[src/rtl/fwd_pkg.sv]
// Shared types and constants for the forwarding / hazard unit.
// Latency: n/a (types and constants only).
// Backpressure: n/a.
package fwd_pkg;

  // Upper bound on register address width held in a shadow entry.
  // Narrower addresses are zero-extended into the dst field.
  localparam int MAX_ADDR_W = 8;

  // Forward select value that means "take the operand from the register file".
  localparam int SEL_REGFILE = 0;

  // One in-flight instruction as seen by the hazard logic.
  typedef struct packed {
    logic                  valid;
    logic                  wr;
    logic                  ld;
    logic [MAX_ADDR_W-1:0] dst;
  } shadowEntry_t;

  // Width of a per-port forward select: must encode 0..fwdStages.
  function automatic int selWidth(input int fwdStages);
    return (fwdStages < 1) ? 1 : $clog2(fwdStages + 1);
  endfunction

endpackage

[src/rtl/fwd_port_match.sv]
// Per-read-port source match against the next-cycle producer positions.
// Latency: combinational.
// Backpressure: none; loadHit feeds the unit's load-use stall.
module fwd_port_match
  import fwd_pkg::*;
#(
  parameter int REG_ADDR_W         = 5,
  parameter int FWD_STAGES         = 2,
  parameter int SEL_W              = selWidth(FWD_STAGES),
  parameter bit ZERO_REG_HARDWIRED = 1'b1
) (
  input  logic [REG_ADDR_W-1:0]          src,
  input  shadowEntry_t [FWD_STAGES-1:0]  cands,
  output logic [SEL_W-1:0]               sel,
  output logic                           loadHit
);

  // cands[i] is the producer that will sit in post-EX stage i+1 when this
  // instruction reaches EX, so index 0 is the youngest producer.
  logic [FWD_STAGES-1:0] hit;
  logic                  srcLive;

  // A hardwired zero register is never produced, so it can never match.
  always_comb begin
    srcLive = 1'b1;
    if (ZERO_REG_HARDWIRED && (src == '0)) begin
      srcLive = 1'b0;
    end
  end

  // Candidate qualifies when it is a real register write to our source.
  always_comb begin
    hit = '0;
    for (int s = 0; s < FWD_STAGES; s++) begin
      hit[s] = srcLive & cands[s].valid & cands[s].wr &
               (cands[s].dst == MAX_ADDR_W'(src));
    end
  end

  // Oldest first, overwritten by younger matches: the youngest producer wins.
  // Select encoding counts down with age, stage s -> FWD_STAGES+1-s.
  always_comb begin
    sel     = SEL_W'(SEL_REGFILE);
    loadHit = 1'b0;
    for (int s = FWD_STAGES - 1; s >= 0; s--) begin
      if (hit[s]) begin
        sel     = SEL_W'(FWD_STAGES - s);
        loadHit = (s == 0) && cands[s].ld;
      end
    end
  end

endmodule

[src/rtl/fwd_hazard_unit.sv]
// Forward-select and load-use stall generation from a shadow copy of in-flight writes.
// Latency: fwd_sel/ex_valid registered (valid in EX, one cycle after issue); stall combinational.
// Backpressure: stall holds PC and IF/ID and injects a bubble; flush overrides stall.
module fwd_hazard_unit
  import fwd_pkg::*;
#(
  parameter int REG_ADDR_W         = 5,
  parameter int NUM_RD_PORTS       = 2,
  parameter int FWD_STAGES         = 2,
  parameter int SEL_W              = selWidth(FWD_STAGES),
  parameter bit ZERO_REG_HARDWIRED = 1'b1
) (
  input  logic                               clk,
  input  logic                               rst,
  input  logic                               id_valid,
  input  logic                               id_reg_write,
  input  logic                               id_is_load,
  input  logic [REG_ADDR_W-1:0]              id_write_reg,
  input  logic [NUM_RD_PORTS*REG_ADDR_W-1:0] id_read_regs,
  input  logic                               flush,
  output logic                               stall,
  output logic                               ex_valid,
  output logic [NUM_RD_PORTS*SEL_W-1:0]      fwd_sel
);

  // exSlot mirrors ID/EX; stg[k] mirrors post-EX stage k+1 (stg[0] = EX/MEM).
  shadowEntry_t                    exSlot;
  shadowEntry_t [FWD_STAGES-1:0]   stg;
  shadowEntry_t [FWD_STAGES-1:0]   cands;
  shadowEntry_t                    idEntry;
  logic [NUM_RD_PORTS-1:0]         loadHits;
  logic [NUM_RD_PORTS*SEL_W-1:0]   selNext;
  logic                            issue;

  // Producers as they will be positioned next cycle: EX moves to stage 1,
  // stage s-1 moves to stage s. The oldest stage retires and never forwards.
  always_comb begin
    cands    = '0;
    cands[0] = exSlot;
    for (int s = 1; s < FWD_STAGES; s++) begin
      cands[s] = stg[s-1];
    end
  end

  genvar p;
  generate
    for (p = 0; p < NUM_RD_PORTS; p++) begin : g_port
      fwd_port_match #(
        .REG_ADDR_W         (REG_ADDR_W),
        .FWD_STAGES         (FWD_STAGES),
        .SEL_W              (SEL_W),
        .ZERO_REG_HARDWIRED (ZERO_REG_HARDWIRED)
      ) u_match (
        .src     (id_read_regs[p*REG_ADDR_W +: REG_ADDR_W]),
        .cands   (cands),
        .sel     (selNext[p*SEL_W +: SEL_W]),
        .loadHit (loadHits[p])
      );
    end
  endgenerate

  // Load-use stall only when the youngest producer of some source is a load
  // still in EX; a killed ID instruction never stalls.
  always_comb begin
    stall = id_valid & ~flush & (|loadHits);
    issue = id_valid & ~stall & ~flush;
  end

  // Shadow image of the ID instruction as it would enter EX.
  always_comb begin
    idEntry       = '0;
    idEntry.valid = 1'b1;
    idEntry.wr    = id_reg_write;
    idEntry.ld    = id_is_load;
    idEntry.dst   = MAX_ADDR_W'(id_write_reg);
  end

  // Post-EX stages always advance; EX loads on issue or takes a bubble.
  always_ff @(posedge clk) begin
    if (rst) begin
      exSlot  <= '0;
      stg     <= '0;
      fwd_sel <= '0;
    end else begin
      stg[0] <= exSlot;
      for (int k = 1; k < FWD_STAGES; k++) begin
        stg[k] <= stg[k-1];
      end
      if (issue) begin
        exSlot  <= idEntry;
        fwd_sel <= selNext;
      end else begin
        exSlot  <= '0;
        fwd_sel <= '0;
      end
    end
  end

  assign ex_valid = exSlot.valid;

endmodule

[config.mk]
export PLATFORM = sky130hd
export DESIGN_NAME = fwd_hazard_unit
export DESIGN_NICKNAME = d
export VERILOG_FILES = /design/src/rtl/fwd_pkg.sv /design/src/rtl/fwd_port_match.sv /design/src/rtl/fwd_hazard_unit.sv
export SDC_FILE = /design/constraint.sdc
export NUM_CORES = 1
export LEC_CHECK = 0
export CORE_MARGIN = 5
export CORE_UTILIZATION = 47
export CTS_CLUSTER_SIZE = 24
export DETAILED_ROUTE_END_ITERATION = 16
export PLACE_DENSITY = 0.87
export SLEW_MARGIN = 0
export SYNTH_ARGS = -nofsm -noshare
export SYNTH_HDL_FRONTEND = slang
export SYNTH_SLANG_ARGS = --single-unit
export TNS_END_PERCENT = 10
[constraint.sdc]
create_clock -name clk -period 4.45 [get_ports clk]
set_input_delay 0.89 -clock clk [delete_from_list [all_inputs] [get_ports clk]]
set_output_delay 0.89 -clock clk [all_outputs]
set_load 0.005 [all_outputs]
==> impl_results.md, run 1 <==
- Wirelength per Cell: 12.61 um
- Synth top area cells: dfxtp_1 46%, xnor2_1 19%, nor2b_1 6.0%
- Port buffer count: 26
- Post-layout util: 67.47%
- Total power draw: 0.3068 mW
- Hold path startpoint: cands[9]$_SDFF_PP0_
- Die Wd: 52.05 um
- Sw Pwr: 0.07138 mW
- Number of synthesized flops with an enable pin: 0
- Slew at the pin closest to its max-slew limit: 395.0 ps
- Buf+Inv Stages, Crit Path: 2
- PwrDens: 266.2 nW/um2
- Synth Cell Area: 830.8 um2
- Routability Congestion: 0.9578
- Logic gate share of total power: 14.0%
- CP max stage cell: clkdlybuf4s50_1
- Hpwl dp: 1514 um
- Final instance area: 1152 um2
- Top sig layer: met4
- CP peak stage delay: 540 ps
- Starting Density: 48.64%
- Status: complete, no violations
- Io pins: 27
- Vias in the first global route: 676
- Synth async-reset ratio: 0%
- Met2 wire len: 902 um
- Min Hold Slack: 472.3 ps
- Clock-pin slew on the worst setup and hold paths: 100 ps
- Fin crit period: 3917 ps
- Share of cells above drive strength 1: 6.087%
- Internal power: 0.2354 mW
- CTS-repair resized insts: 0
- Gr ovfl total: 0
- DRC Markers: 0
- Delay-heaviest family, CP: buffers and inverters
- Post-synth top cells: 19 x dfxtp_1, 18 x xnor2_1, 10 x nand2_1
- Req. time, crit path: 3560 ps
- Peak supply drop: 226.0 uV
- Crit-path cells: clkdlybuf4s50_1 > xnor2_1 > nand4_1 > nor4b_2 > o21a_2 > and3b_1 > clkdlybuf4s50_1
- Pins Over Slew Limit: 0
- Count of different cell masters after synthesis: 17
- Setup bufs post-CTS: 0
- DR WL met3: 87 um
- Clk network pwr share: 28.7%
- Clock Sink Count: 19
- Primary flip-flop cell chosen by synthesis mapping: dfxtp_1
- Max Clock Skew: 3.752 ps
- Headroom to the max-slew limit: 72.99%
- Static Leak: 0.4170 nW
- Final net count: 137
- DRT antenna net count: 0
- Worst setup EP type: primary output
- Fillers: 133
- CTS H-tree lvls: 1
- Area grow syn2layout: 38.71%
- Post-CTS Hold Buffers: 0
- Synth warnings: 0
- Top-count cell post-synth: dfxtp_1
- Critical path type: in2out
- Core ar.: 1708 um2
- Number of CTS-inserted buffers: 3
- Setup crit start: id_read_regs[7]
- CTS tree: done
- Top-area cell type share of the netlist area: 45.78%
- Switching Fraction: 23.26%
- Hold Violations, Final: 0
- Final setup viols: 0
- 1st-iter DRT viols: 2
- Max Cap Violations: 0
- Largest net degree at the start of global routing: 12
- Total number of vias: 672
- Origin of the critical flop-to-flop path: cands[4]$_SDFF_PP0_
- M1 WL: 740 um
- Fin worst setup slack: 532.8 ps
- Final wirelength: 1766 um
- Ant diodes: 0
- Reg power frac: 57.4%
- Via/cell ratio: 4.800
- Syn Inst Count: 85
- Number of synthesized register bits: 19
- Die Span Y: 52.05 um
- RSZ-0062 raised after global routing: no
- TritonRoute pass-1 iters: 4
- R2R Setup Slk: 2920 ps
- Worst path most repeated cell: clkdlybuf4s50_1
- Core Rows: 15
- First-pass GRT wire length: 2835 um
- Inst Count DP: 136
- Startpoint Class: input port
- Root buffer cell: clkbuf_4
- Clock Path Buffers: 2
- Sequential area share after synthesis: 45.78%
- Initial antenna violation count: 0
- Final Non-Filler Cells: 140
- Hold WC Path Type: reg2reg
- Final TNS setup: 0 ps
- Pre-CTS setup slack: 516.2 ps
- Placed cell area: 1126 um2
- Final period utilization: 88.03%
- Syn nets: 106
- Mean Syn Cell Area: 9.774 um2
- DIE AREA: 2709 um2
- Largest area contributor in the netlist: dfxtp_1
- CP max FO: 9
- Overall routing resource usage: 14.59%
- Fmax: 0.2553 GHz
- Clk_lat worst skew: 300 ps
- Worst Path Arrival: 3030 ps
registers in the layout (all words and copies together), names as in the netlist:
name      flops
cands        14
ex_valid      1
fwd_sel       4
power by group through the flow:
stage / Combinational, mW / Sequential, mW / Clock [mW]
3_3_place_gp: 0.0424 / 0.180 / 0
5_1_grt: 0.0462 / 0.177 / 0.0968
4_1_cts: 0.0431 / 0.176 / 0.0896
6_report: 0.0428 / 0.176 / 0.0880
3_5_place_dp: 0.0429 / 0.180 / 0
2_1_floorplan: 0.0169 / 0.179 / 0
placed cells by master (no fill, tap or decap), types with 3 or more instances in the layout:
master and count:
and3b_1 3, clkbuf_4 3, clkdlybuf4s50_1 26, dfxtp_1 19, nand2_1 10, nand4_1 4
nor2_1 9, nor2b_1 8, xnor2_1 18
cell families after synthesis:
| group | after synthesis | share of synthesized area (%) |
|---|---|---|
| flops | 19 | 45.78 |
| xor+xnor | 20 | 21.08 |
| buf+inv | 1 | 0.4514 |
| compound gates | 3 | 3.163 |
| simple gates | 42 | 29.52 |
worst register-to-register path: cells and delay by family, from the launching register on:
kind | cells | cell delay (ps)
and+or+nand+nor | 3 | 580
DFF | 1 | 410
AOI/OAI and AO/OA | 1 | 280
xor gates and xnor gates | 1 | 150
layer usage:
layer | vias to the layer above | track usage (%)
met2 | 16 | 26.15
met1 | 304 | 16.05
met5 | - | 0
li1 | 348 | -
met4 | 0 | 6.550
met3 | 4 | 3.438
area by class of cell:
type	count	area, um2	area share (%)
Tap cell	25	31.28	2.714
Clock buffer	4	26.28	2.280
Multi-Input combinational cell	65	446.7	38.76
Timing Repair Buffer	27	267.8	23.24
Sequential cell	19	380.4	33.01
worst paths after layout:
| path | endpoint | cells past startpoint |
|---|---|---|
| worst max-delay path | stall | 7 |
| worst min-delay path | cands[20]$_SDFF_PP0_ | 1 |
| worst max register to register | cands[3]$_SDFF_PP0_ | 5 |
| worst min register to register | cands[20]$_SDFF_PP0_ | 1 |
(Power assumes the default switching activity.)
==> run 2, diff against run 1 <==
==> constraint.sdc (replaced) <==
create_clock -name clk -period 4.45 [get_ports clk]
set_input_delay 0.89 -clock clk [delete_from_list [all_inputs] [get_ports clk]]
set_output_delay 0.89 -clock clk [all_outputs]
set_load 0.05 [all_outputs]
==> impl_results.md, run 2 (synthesis results as in run 1) <==
- Most frequent cells in the layout: 25 x clkdlybuf4s50_1, 19 x dfxtp_1, 18 x xnor2_1
- Port buffer count: 26
- Max reg flops: 14
- CTS tree: done
- Met3 Use GR: 5.444%
- Final Non-Filler Cells: 140
- First-pass GRT wire length: 2994 um
- Largest net degree at the start of global routing: 12
- GR peak layer: met2
- Number of CTS-inserted buffers: 3
- Sw Pwr: 0.07240 mW
- DIE AREA: 2709 um2
- Die Span Y: 52.05 um
- Die Wd: 52.05 um
- Ant diodes: 0
- Static Leak: 0.4218 nW
- RSZ-0062 raised after global routing: no
- Io pins: 27
- Final setup viols: 0
- Clk_lat worst skew: 300 ps
- Clk network pwr share: 28.1%
- Total number of vias: 682
- Logic gate share of total power: 14.5%
- Final net count: 137
- Final period utilization: 81.47%
- Hold Violations, Final: 0
- Slew at the pin closest to its max-slew limit: 496.7 ps
- Vias in the first global route: 669
- Initial antenna violation count: 0
- GR Util met1: 17.46%
- 1st-iter DRT viols: 7
- Routability Congestion: 0.9792
- Clock Sink Count: 19
- Core ar.: 1708 um2
- CTS H-tree lvls: 1
- Worst setup EP type: primary output
- Core Rows: 15
- PwrDens: 266.2 nW/um2
- Max Clock Skew: 5.693 ps
- Global Route met2 Usage: 26.15%
- Status: complete, no violations
- Root buffer cell: clkbuf_4
- Setup bufs post-CTS: 0
- Hpwl dp: 1555 um
- Internal power: 0.2340 mW
- Starting Density: 48.64%
- DRC Markers: 0
- Max Cap Violations: 0
- Storage cell area: 380.4 um2
- Fmax: 0.2758 GHz
- Wirelength per Cell: 12.83 um
- Pins Over Slew Limit: 0
- Commonest non-fill, non-tap cell in the layout: clkdlybuf4s50_1
- Clock-pin slew on the worst setup and hold paths: 100 ps
- Post-CTS Hold Buffers: 0
- Share of cells above drive strength 1: 7.826%
- Reg power frac: 57.4%
- Final TNS setup: 0 ps
- CP max FO: 9
- Clock Path Buffers: 2
- Gr ovfl total: 0
- DRT antenna net count: 0
- TritonRoute pass-1 iters: 4
- Via/cell ratio: 4.871
- CTS-repair resized insts: 0
- Req. time, crit path: 3560 ps
- Hold WC Path Type: reg2reg
- Total power draw: 0.3064 mW
- Worst Path Arrival: 2740 ps
- Startpoint Class: input port
- Final wirelength: 1796 um
- Overall routing resource usage: 15.32%
- Fin crit period: 3625 ps
- Inst Count DP: 136
- Area of the multi-input gates: 446.7 um2
- Critical path type: in2out
- Fillers: 134
- Switching Fraction: 23.63%
- Headroom to the max-slew limit: 66.79%
- Post-layout util: 67.40%
- Area grow syn2layout: 38.55%
- Peak supply drop: 232.5 uV
==> run 2: cell types whose count changed in the layout (fill, tap and decap cells not counted) <==
cell	delta
clkdlybuf4s50_1	-1
clkinv_2	+1
clkbuf_1	-1
buf_4	+1
==> run 2: layout make-up <==
cell class	instances	area share (%)
clock inverters	1	0.4348
multi-input cells	65	38.80
repair buffers	27	23.04
well taps	25	2.717
flip-flops and latches	19	33.04
clock buffers	3	1.957
==> run 2: power groups by stage <==
stage	clock [mW]	sequential, mW	combinational [mW]
4_1_cts	0.0899	0.176	0.0447
6_report	0.0862	0.176	0.0444
2_1_floorplan	0	0.180	0.0169
3_3_place_gp	0	0.180	0.0436
5_1_grt	0.0974	0.176	0.0476
3_5_place_dp	0	0.180	0.0445
==> run 2: final timing paths <==
check / start / endpoint / slack [ps] / depth (start not counted)
min: cands[9]$_SDFF_PP0_ / cands[20]$_SDFF_PP0_ / 480 / 1
max reg2reg: cands[2]$_SDFF_PP0_ / cands[1]$_SDFF_PP0_ / 2920 / 5
min reg2reg: cands[9]$_SDFF_PP0_ / cands[20]$_SDFF_PP0_ / 480 / 1
max: id_read_regs[5] / stall / 820 / 7
==> run 2: worst max-delay path, cell delays in order <==
cell and delay (ps):
clkdlybuf4s50_1 550, xnor2_1 150, nand4_1 120, nor4b_2 380, o21a_2 270, and3b_1 170
buf_4 190
==> run 2: routing by layer <==
metal,up-vias,wire (um)
li1,349,-
met1,311,737
met2,18,921
met3,4,110
met4,0,26
met5,-,0
==> run 2: metrics by stage <==
stage | setup WS [ps] | hold WS (ps) | instance area [um2]
2_1_floorplan | 1420 | 437.9 | 830.8
3_3_place_gp | 900.1 | 446.5 | 1124
3_5_place_dp | 845.6 | 467.7 | 1124
4_1_cts | 839.1 | 489.0 | 1151
5_1_grt | 700.5 | 504.7 | 1151
6_report | 824.8 | 484.2 | 1151
